<file path="config.mk">
export PLATFORM = sky130hd
export DESIGN_NAME = rv_multicycle_ctrl
export DESIGN_NICKNAME = d
export VERILOG_FILES = /design/src/rtl/rv_multicycle_ctrl.sv
export SDC_FILE = /design/constraint.sdc
export NUM_CORES = 1
export LEC_CHECK = 0
export CAP_MARGIN = 20
export CORE_AREA = 4 4 59 66
export CTS_BUF_LIST = sky130_fd_sc_hd__clkbuf_4 sky130_fd_sc_hd__clkbuf_8
export CTS_CLUSTER_SIZE = 16
export DETAILED_ROUTE_END_ITERATION = 7
export DIE_AREA = 0 0 63 70
export SLEW_MARGIN = 20
export SYNTH_ARGS = -nofsm -noshare
export SYNTH_HDL_FRONTEND = slang
export SYNTH_SLANG_ARGS = --single-unit
export TNS_END_PERCENT = 10
</file>
<file path="constraint.sdc">
create_clock -name clock -period 2.61 [get_ports clock]
set_input_delay 0.261 -clock clock [delete_from_list [all_inputs] [get_ports clock]]
set_output_delay 0.261 -clock clock [all_outputs]
set_load 0.05 [all_outputs]
</file>
<file path="src/rtl/rv_multicycle_ctrl.sv">
// Main control FSM of the multicycle RV32I core: fetch/decode/execute/memory/writeback sequencing.
// Optional performance counters (retired_cnt, stall_cnt) are enabled by defining RV_CTRL_PERF_EN.
module rv_multicycle_ctrl #(
    parameter int unsigned MEM_TIMEOUT  = 16,
    parameter logic [1:0]  RESET_PC_SEL = 2'd0
) (
    input  logic        clock,
    input  logic        n_reset,
    input  logic [6:0]  opcode,
    input  logic [2:0]  fncode,
    input  logic        branch_taken,
    input  logic        mem_ready,
    output logic        mem_req,
    output logic        mem_we,
    output logic        mem_addr_sel,
    output logic        ir_we,
    output logic        pc_we,
    output logic [1:0]  pc_src,
    output logic        rf_we,
    output logic [1:0]  wb_sel,
    output logic        alu_a_sel,
    output logic        alu_b_sel,
    output logic        illegal,
    output logic [2:0]  state_o
`ifdef RV_CTRL_PERF_EN
    ,
    output logic [31:0] retired_cnt,
    output logic [31:0] stall_cnt
`endif
);

    typedef enum logic [2:0] {
        S_FETCH  = 3'd0,
        S_DECODE = 3'd1,
        S_EXEC   = 3'd2,
        S_MEM    = 3'd3,
        S_WB     = 3'd4,
        S_TRAP   = 3'd5
    } state_e;

    localparam logic [6:0] OP_LUI    = 7'b0110111;
    localparam logic [6:0] OP_AUIPC  = 7'b0010111;
    localparam logic [6:0] OP_IMM    = 7'b0010011;
    localparam logic [6:0] OP_OP     = 7'b0110011;
    localparam logic [6:0] OP_LOAD   = 7'b0000011;
    localparam logic [6:0] OP_STORE  = 7'b0100011;
    localparam logic [6:0] OP_JAL    = 7'b1101111;
    localparam logic [6:0] OP_JALR   = 7'b1100111;
    localparam logic [6:0] OP_BRANCH = 7'b1100011;

    // Wide enough to hold MEM_TIMEOUT and still saturate above it.
    localparam int CNT_W = $clog2(MEM_TIMEOUT + 2);

    state_e             state_q, state_d;
    logic [CNT_W-1:0]   wait_cnt_q, wait_cnt_d;
    logic               waiting;
    logic               wait_hit;
    logic               legal;
    logic               is_store;

    function automatic logic decode_legal(input logic [6:0] op, input logic [2:0] f3);
        logic ok;
        case (op)
            OP_LUI, OP_AUIPC, OP_IMM, OP_OP,
            OP_JAL, OP_JALR, OP_BRANCH: ok = 1'b1;
            OP_LOAD:                    ok = !(f3 == 3'b011 || f3 == 3'b110 || f3 == 3'b111);
            OP_STORE:                   ok = (f3 <= 3'b010);
            default:                    ok = 1'b0;
        endcase
        return ok;
    endfunction

    assign legal    = decode_legal(opcode, fncode);
    assign is_store = (opcode == OP_STORE);
    assign waiting  = (state_q == S_FETCH || state_q == S_MEM) && !mem_ready;
    assign wait_hit = (MEM_TIMEOUT != 0) && (wait_cnt_q == CNT_W'(MEM_TIMEOUT - 1));

    // NOTE: every variable gets a default before the case so no latch is inferred.
    always_comb begin
        state_d = state_q;
        case (state_q)
            S_FETCH: begin
                if (mem_ready)     state_d = S_DECODE;
                else if (wait_hit) state_d = S_TRAP;
            end
            S_DECODE: state_d = legal ? S_EXEC : S_TRAP;
            S_EXEC: begin
                case (opcode)
                    OP_LOAD, OP_STORE: state_d = S_MEM;
                    OP_BRANCH:         state_d = S_FETCH;
                    default:           state_d = S_WB;
                endcase
            end
            S_MEM: begin
                if (mem_ready)     state_d = is_store ? S_FETCH : S_WB;
                else if (wait_hit) state_d = S_TRAP;
            end
            default: state_d = S_FETCH;
        endcase
    end

    always_comb begin
        wait_cnt_d = wait_cnt_q;
        if (state_d != state_q)
            wait_cnt_d = '0;
        else if (waiting && wait_cnt_q != '1)
            wait_cnt_d = wait_cnt_q + 1'b1;
    end

    // NOTE: sequential state uses non-blocking assignments only.
    always_ff @(posedge clock or negedge n_reset) begin
        if (!n_reset) begin
            state_q    <= S_FETCH;
            wait_cnt_q <= '0;
        end else begin
            state_q    <= state_d;
            wait_cnt_q <= wait_cnt_d;
        end
    end

    always_comb begin
        mem_req      = 1'b0;
        mem_we       = 1'b0;
        mem_addr_sel = 1'b0;
        ir_we        = 1'b0;
        pc_we        = 1'b0;
        pc_src       = 2'd0;
        rf_we        = 1'b0;
        wb_sel       = 2'd0;
        alu_a_sel    = 1'b0;
        alu_b_sel    = 1'b0;
        illegal      = 1'b0;
        case (state_q)
            S_FETCH: begin
                mem_req = 1'b1;
                ir_we   = mem_ready;
                pc_we   = mem_ready;
            end
            S_DECODE: illegal = !legal;
            S_EXEC: begin
                case (opcode)
                    OP_IMM, OP_LOAD, OP_STORE: alu_b_sel = 1'b1;
                    OP_AUIPC: begin
                        alu_a_sel = 1'b1;
                        alu_b_sel = 1'b1;
                    end
                    OP_JAL: begin
                        pc_we  = 1'b1;
                        pc_src = 2'd1;
                    end
                    OP_JALR: begin
                        pc_we  = 1'b1;
                        pc_src = 2'd2;
                    end
                    OP_BRANCH: begin
                        pc_we  = branch_taken;
                        pc_src = 2'd1;
                    end
                    default: ;
                endcase
            end
            S_MEM: begin
                mem_req      = 1'b1;
                mem_addr_sel = 1'b1;
                mem_we       = is_store;
            end
            S_WB: begin
                rf_we = 1'b1;
                case (opcode)
                    OP_LOAD:         wb_sel = 2'd1;
                    OP_JAL, OP_JALR: wb_sel = 2'd2;
                    OP_LUI:          wb_sel = 2'd3;
                    default:         wb_sel = 2'd0;
                endcase
            end
            S_TRAP: begin
                pc_we  = 1'b1;
                pc_src = 2'd3;
            end
            default: ;
        endcase
        // NOTE: reset gates the outputs combinationally so an in-flight request drops without a clock.
        if (!n_reset) begin
            mem_req      = 1'b0;
            mem_we       = 1'b0;
            mem_addr_sel = 1'b0;
            ir_we        = 1'b0;
            pc_we        = 1'b0;
            pc_src       = RESET_PC_SEL;
            rf_we        = 1'b0;
            wb_sel       = 2'd0;
            alu_a_sel    = 1'b0;
            alu_b_sel    = 1'b0;
            illegal      = 1'b0;
        end
    end

    assign state_o = state_q;

`ifdef RV_CTRL_PERF_EN
    logic [31:0] retired_q, retired_d;
    logic [31:0] stall_q, stall_d;
    logic        retire;

    assign retire = (state_q == S_WB)
                 || (state_q == S_MEM  && mem_ready && is_store)
                 || (state_q == S_EXEC && opcode == OP_BRANCH);

    always_comb begin
        retired_d = retired_q;
        stall_d   = stall_q;
        if (retire)
            retired_d = retired_q + 32'd1;
        // The cycle that times out to TRAP is not counted as a stall.
        if (waiting && state_d != S_TRAP)
            stall_d = stall_q + 32'd1;
    end

    always_ff @(posedge clock or negedge n_reset) begin
        if (!n_reset) begin
            retired_q <= '0;
            stall_q   <= '0;
        end else begin
            retired_q <= retired_d;
            stall_q   <= stall_d;
        end
    end

    assign retired_cnt = retired_q;
    assign stall_cnt   = stall_q;
`endif

endmodule

</file>
==> results.py <==
metrics = {
    "floorplanning": {
        "start_util": 0.240,
        "num_rows": 22,
        "dieWidth_um": 63,
        "die_h_um": 70,
        "io_pins": 30,
        "coreArea_mm2": 0.00328,
        "die-area_mm2": 0.00441,
    },
    "clock_network": {
        "clockBufferDepth": 2,
        "holdBufCountCts": 0,
        "clk_pin_slew_worst_paths_ps": 50,
        "h-tree-depth": 1,
        "cts-root-buf": "clkbuf_4",
        "clock-sinks": 8,
        "cts_resized": 0,
        "cts_made_buffers": 3,
        "cts_tree": "yes",
        "post_cts_buffers": 0,
        "clock_latency_ps": 250,
    },
    "place": {
        "globalplace.congestion": 0.787,
        "portBuffers": 29,
        "post-dp-hpwl_um": 1840,
        "place_ws_ps": 255,
        "place_area_mm2": 0.00122,
        "post-place-cells": 165,
    },
    "routing": {
        "vias_per_cell": 5.11,
        "ant_nets": 0,
        "vias": 859,
        "drc": 0,
        "drt_iter0_drc": 28,
        "first_pass_iters": 4,
        "routed_wl_um": 2270,
        "routedWlPerCell_um": 13.5,
    },
    "finish": {
        "mostFrequentLayoutCells": "nor2_1 (16), clkdlybuf4s50_1 (16), buf_12 (10)",
        "utilization": 0.380,
        "fin_cells": 168,
        "nets": 151,
        "fill_cells": 337,
        "finalInstanceArea_mm2": 0.00124,
        "diodes": 0,
        "layout-drive-gt1-share": 0.220,
        "area_growth_pct": 58.3,
    },
    "sta": {
        "finClkSkew_ps": 1.17,
        "slew_viol_final": 0,
        "max_freq_mhz": 423,
        "finalCriticalPeriod_ps": 2370,
        "relSlewSlack": 0.657,
        "final-setup-viol-count": 0,
        "fin_setup_tns_ps": 0,
        "fin_ws_ps": 243,
        "finalHoldViolCount": 0,
        "rsz0062_at_grt": "no",
        "tightest_slew_ps": 513,
        "fin_crit_sh": 0.907,
    },
    "power": {
        "ir_drop_mv": 0.199,
        "p_leak_nw": 0.494,
        "powerDensity_mw_per_mm2": 649,
    },
    "synthesis": {
        "ys_types": 39,
        "synthesis.nets": 118,
        "synth_area_leader_cell": "dfrtp_1",
        "synth-edff-count": 0,
        "ys.flop_type": "dfrtp_1",
        "seq_area_frac_synth": 0.255,
        "ys_seq_elements": 8,
        "syn-cell-area_um2": 786,
        "synth_area_per_cell_um2": 7.78,
        "synthArstFlopShare": 1.00,
        "synth_top_cell_area_share": 0.255,
        "yosysWarningCount": 0,
        "synthCells": 101,
        "synth_area_leaders": "dfrtp_1 (25%), nor2_1 (7.6%), ha_1 (4.8%), xor2_1 (4.5%), nand2_1 (3.8%)",
    },
    "grt": {
        "antenna_found_initial": 0,
        "grt_overflow_total": 0,
        "grt_pass1_vias": 891,
        "grt_usage": 0.110,
        "grt_max_degree": 17,
        "grt_first_pass_wirelength_um": 4060,
    },
    "worst_setup_path": {
        "r2r_cells": 5,
        "crit_required_ps": 2350,
        "crit_fanout": 7,
        "cp.arrival_ps": 2110,
        "worstSetupEndpointType": "primary output",
        "critPathLaunchType": "input port",
        "path_class": "input port to primary output",
    },
    "min_path": {
        "hp-class": "input port to async pin",
    },
    "job": {
        "max_cap_violations": 0,
    },
    "run_status": {
        "status": "complete, no violations",
    },
}
[cells in the mapped netlist (2+ instances only)]
cell type / n
a211oi_1: 3
a21oi_1: 4
and3_1: 2
and4_1: 2
buf_2: 2
clkbuf_1: 2
dfrtp_1: 8
ha_1: 3
inv_1: 5
nand2_1: 8
nand2b_1: 2
nand3_1: 4
nor2_1: 16
nor2b_1: 2
nor3_1: 3
nor4_1: 3
o21a_1: 2
o21ai_0: 4
o21ai_2: 2
or4_1: 2
xor2_1: 4
[area by class of cell]
cell class | instances | area [um^2] | share of cell area
Clock buffer | 3 | 22.5 | 0.0181
Multi-Input combinational cell | 83 | 544 | 0.438
Inverter | 5 | 18.8 | 0.0151
Sequential cell | 8 | 200 | 0.161
Tap cell | 36 | 45.0 | 0.0362
Timing Repair Buffer | 33 | 413 | 0.332
[final timing paths]
path / from / endpoint / slack [ps]
max reg2reg: wait_cnt_q[0] / wait_cnt_q[4] / 640
max: opcode[4] / illegal / 240
max in group asynchronous: n_reset / wait_cnt_q[2] / 1980
min reg2reg: wait_cnt_q[3] / wait_cnt_q[3] / 550
min: n_reset / state_o[1] / 500
min in group clock: wait_cnt_q[3] / wait_cnt_q[3] / 550
[cells by family (layout without fill, tap and decap cells)]
group           count (synthesis)  in the layout  synth area share
fa+ha+maj                       4              4            0.0605
compound gates                 20             20             0.169
mux                             1              1            0.0127
simple gates                   53             53             0.387
buf+inv                        10             41            0.0605
flops                           8              8             0.255
xor+xnor                        5              5            0.0557
[through the flow]
| stage | hold slack, ps | total power [mW] |
|---|---|---|
| after floorplan | -34.6 | 0.518 |
| after global placement | 515 | 0.717 |
| after detailed placement | 525 | 0.722 |
| after CTS | 503 | 0.818 |
| after global routing | 519 | 0.867 |
| final | 502 | 0.807 |
[worst max-delay path, stage by stage]
cell             delay (ps)
clkdlybuf4s50_1         500
nor3b_2                 210
o21ai_2                 190
o21ai_2                  80
or4_4                   500
nor2_1                  200
buf_12                  170
[power breakdown]
part | internal, mW | switching, mW | leakage (nW)
Sequential | 0.145 | 0.0596 | 0.108
Clock | 0.0525 | 0.0403 | 0.0138
Combinational | 0.217 | 0.292 | 0.372
[metal layers]
| layer | up-vias | share of wire | global-route usage | routed length [um] |
|---|---|---|---|---|
| met1 | 401 | 0.44 | 0.138 | 993 |
| met2 | 29 | 0.47 | 0.176 | 1080 |
| met5 | - | 0 | 0 | 0 |
| met4 | 0 | 0 | 0.0245 | 0 |
| li1 | 429 | - | - | - |
| met3 | 0 | 0.090 | 0.0418 | 205 |
[registers in the layout, indices dropped and copies added, names as in the netlist]
signal,cells
state_o,3
wait_cnt_q,5
No activity file was read; power rests on OpenSTA's default activity.
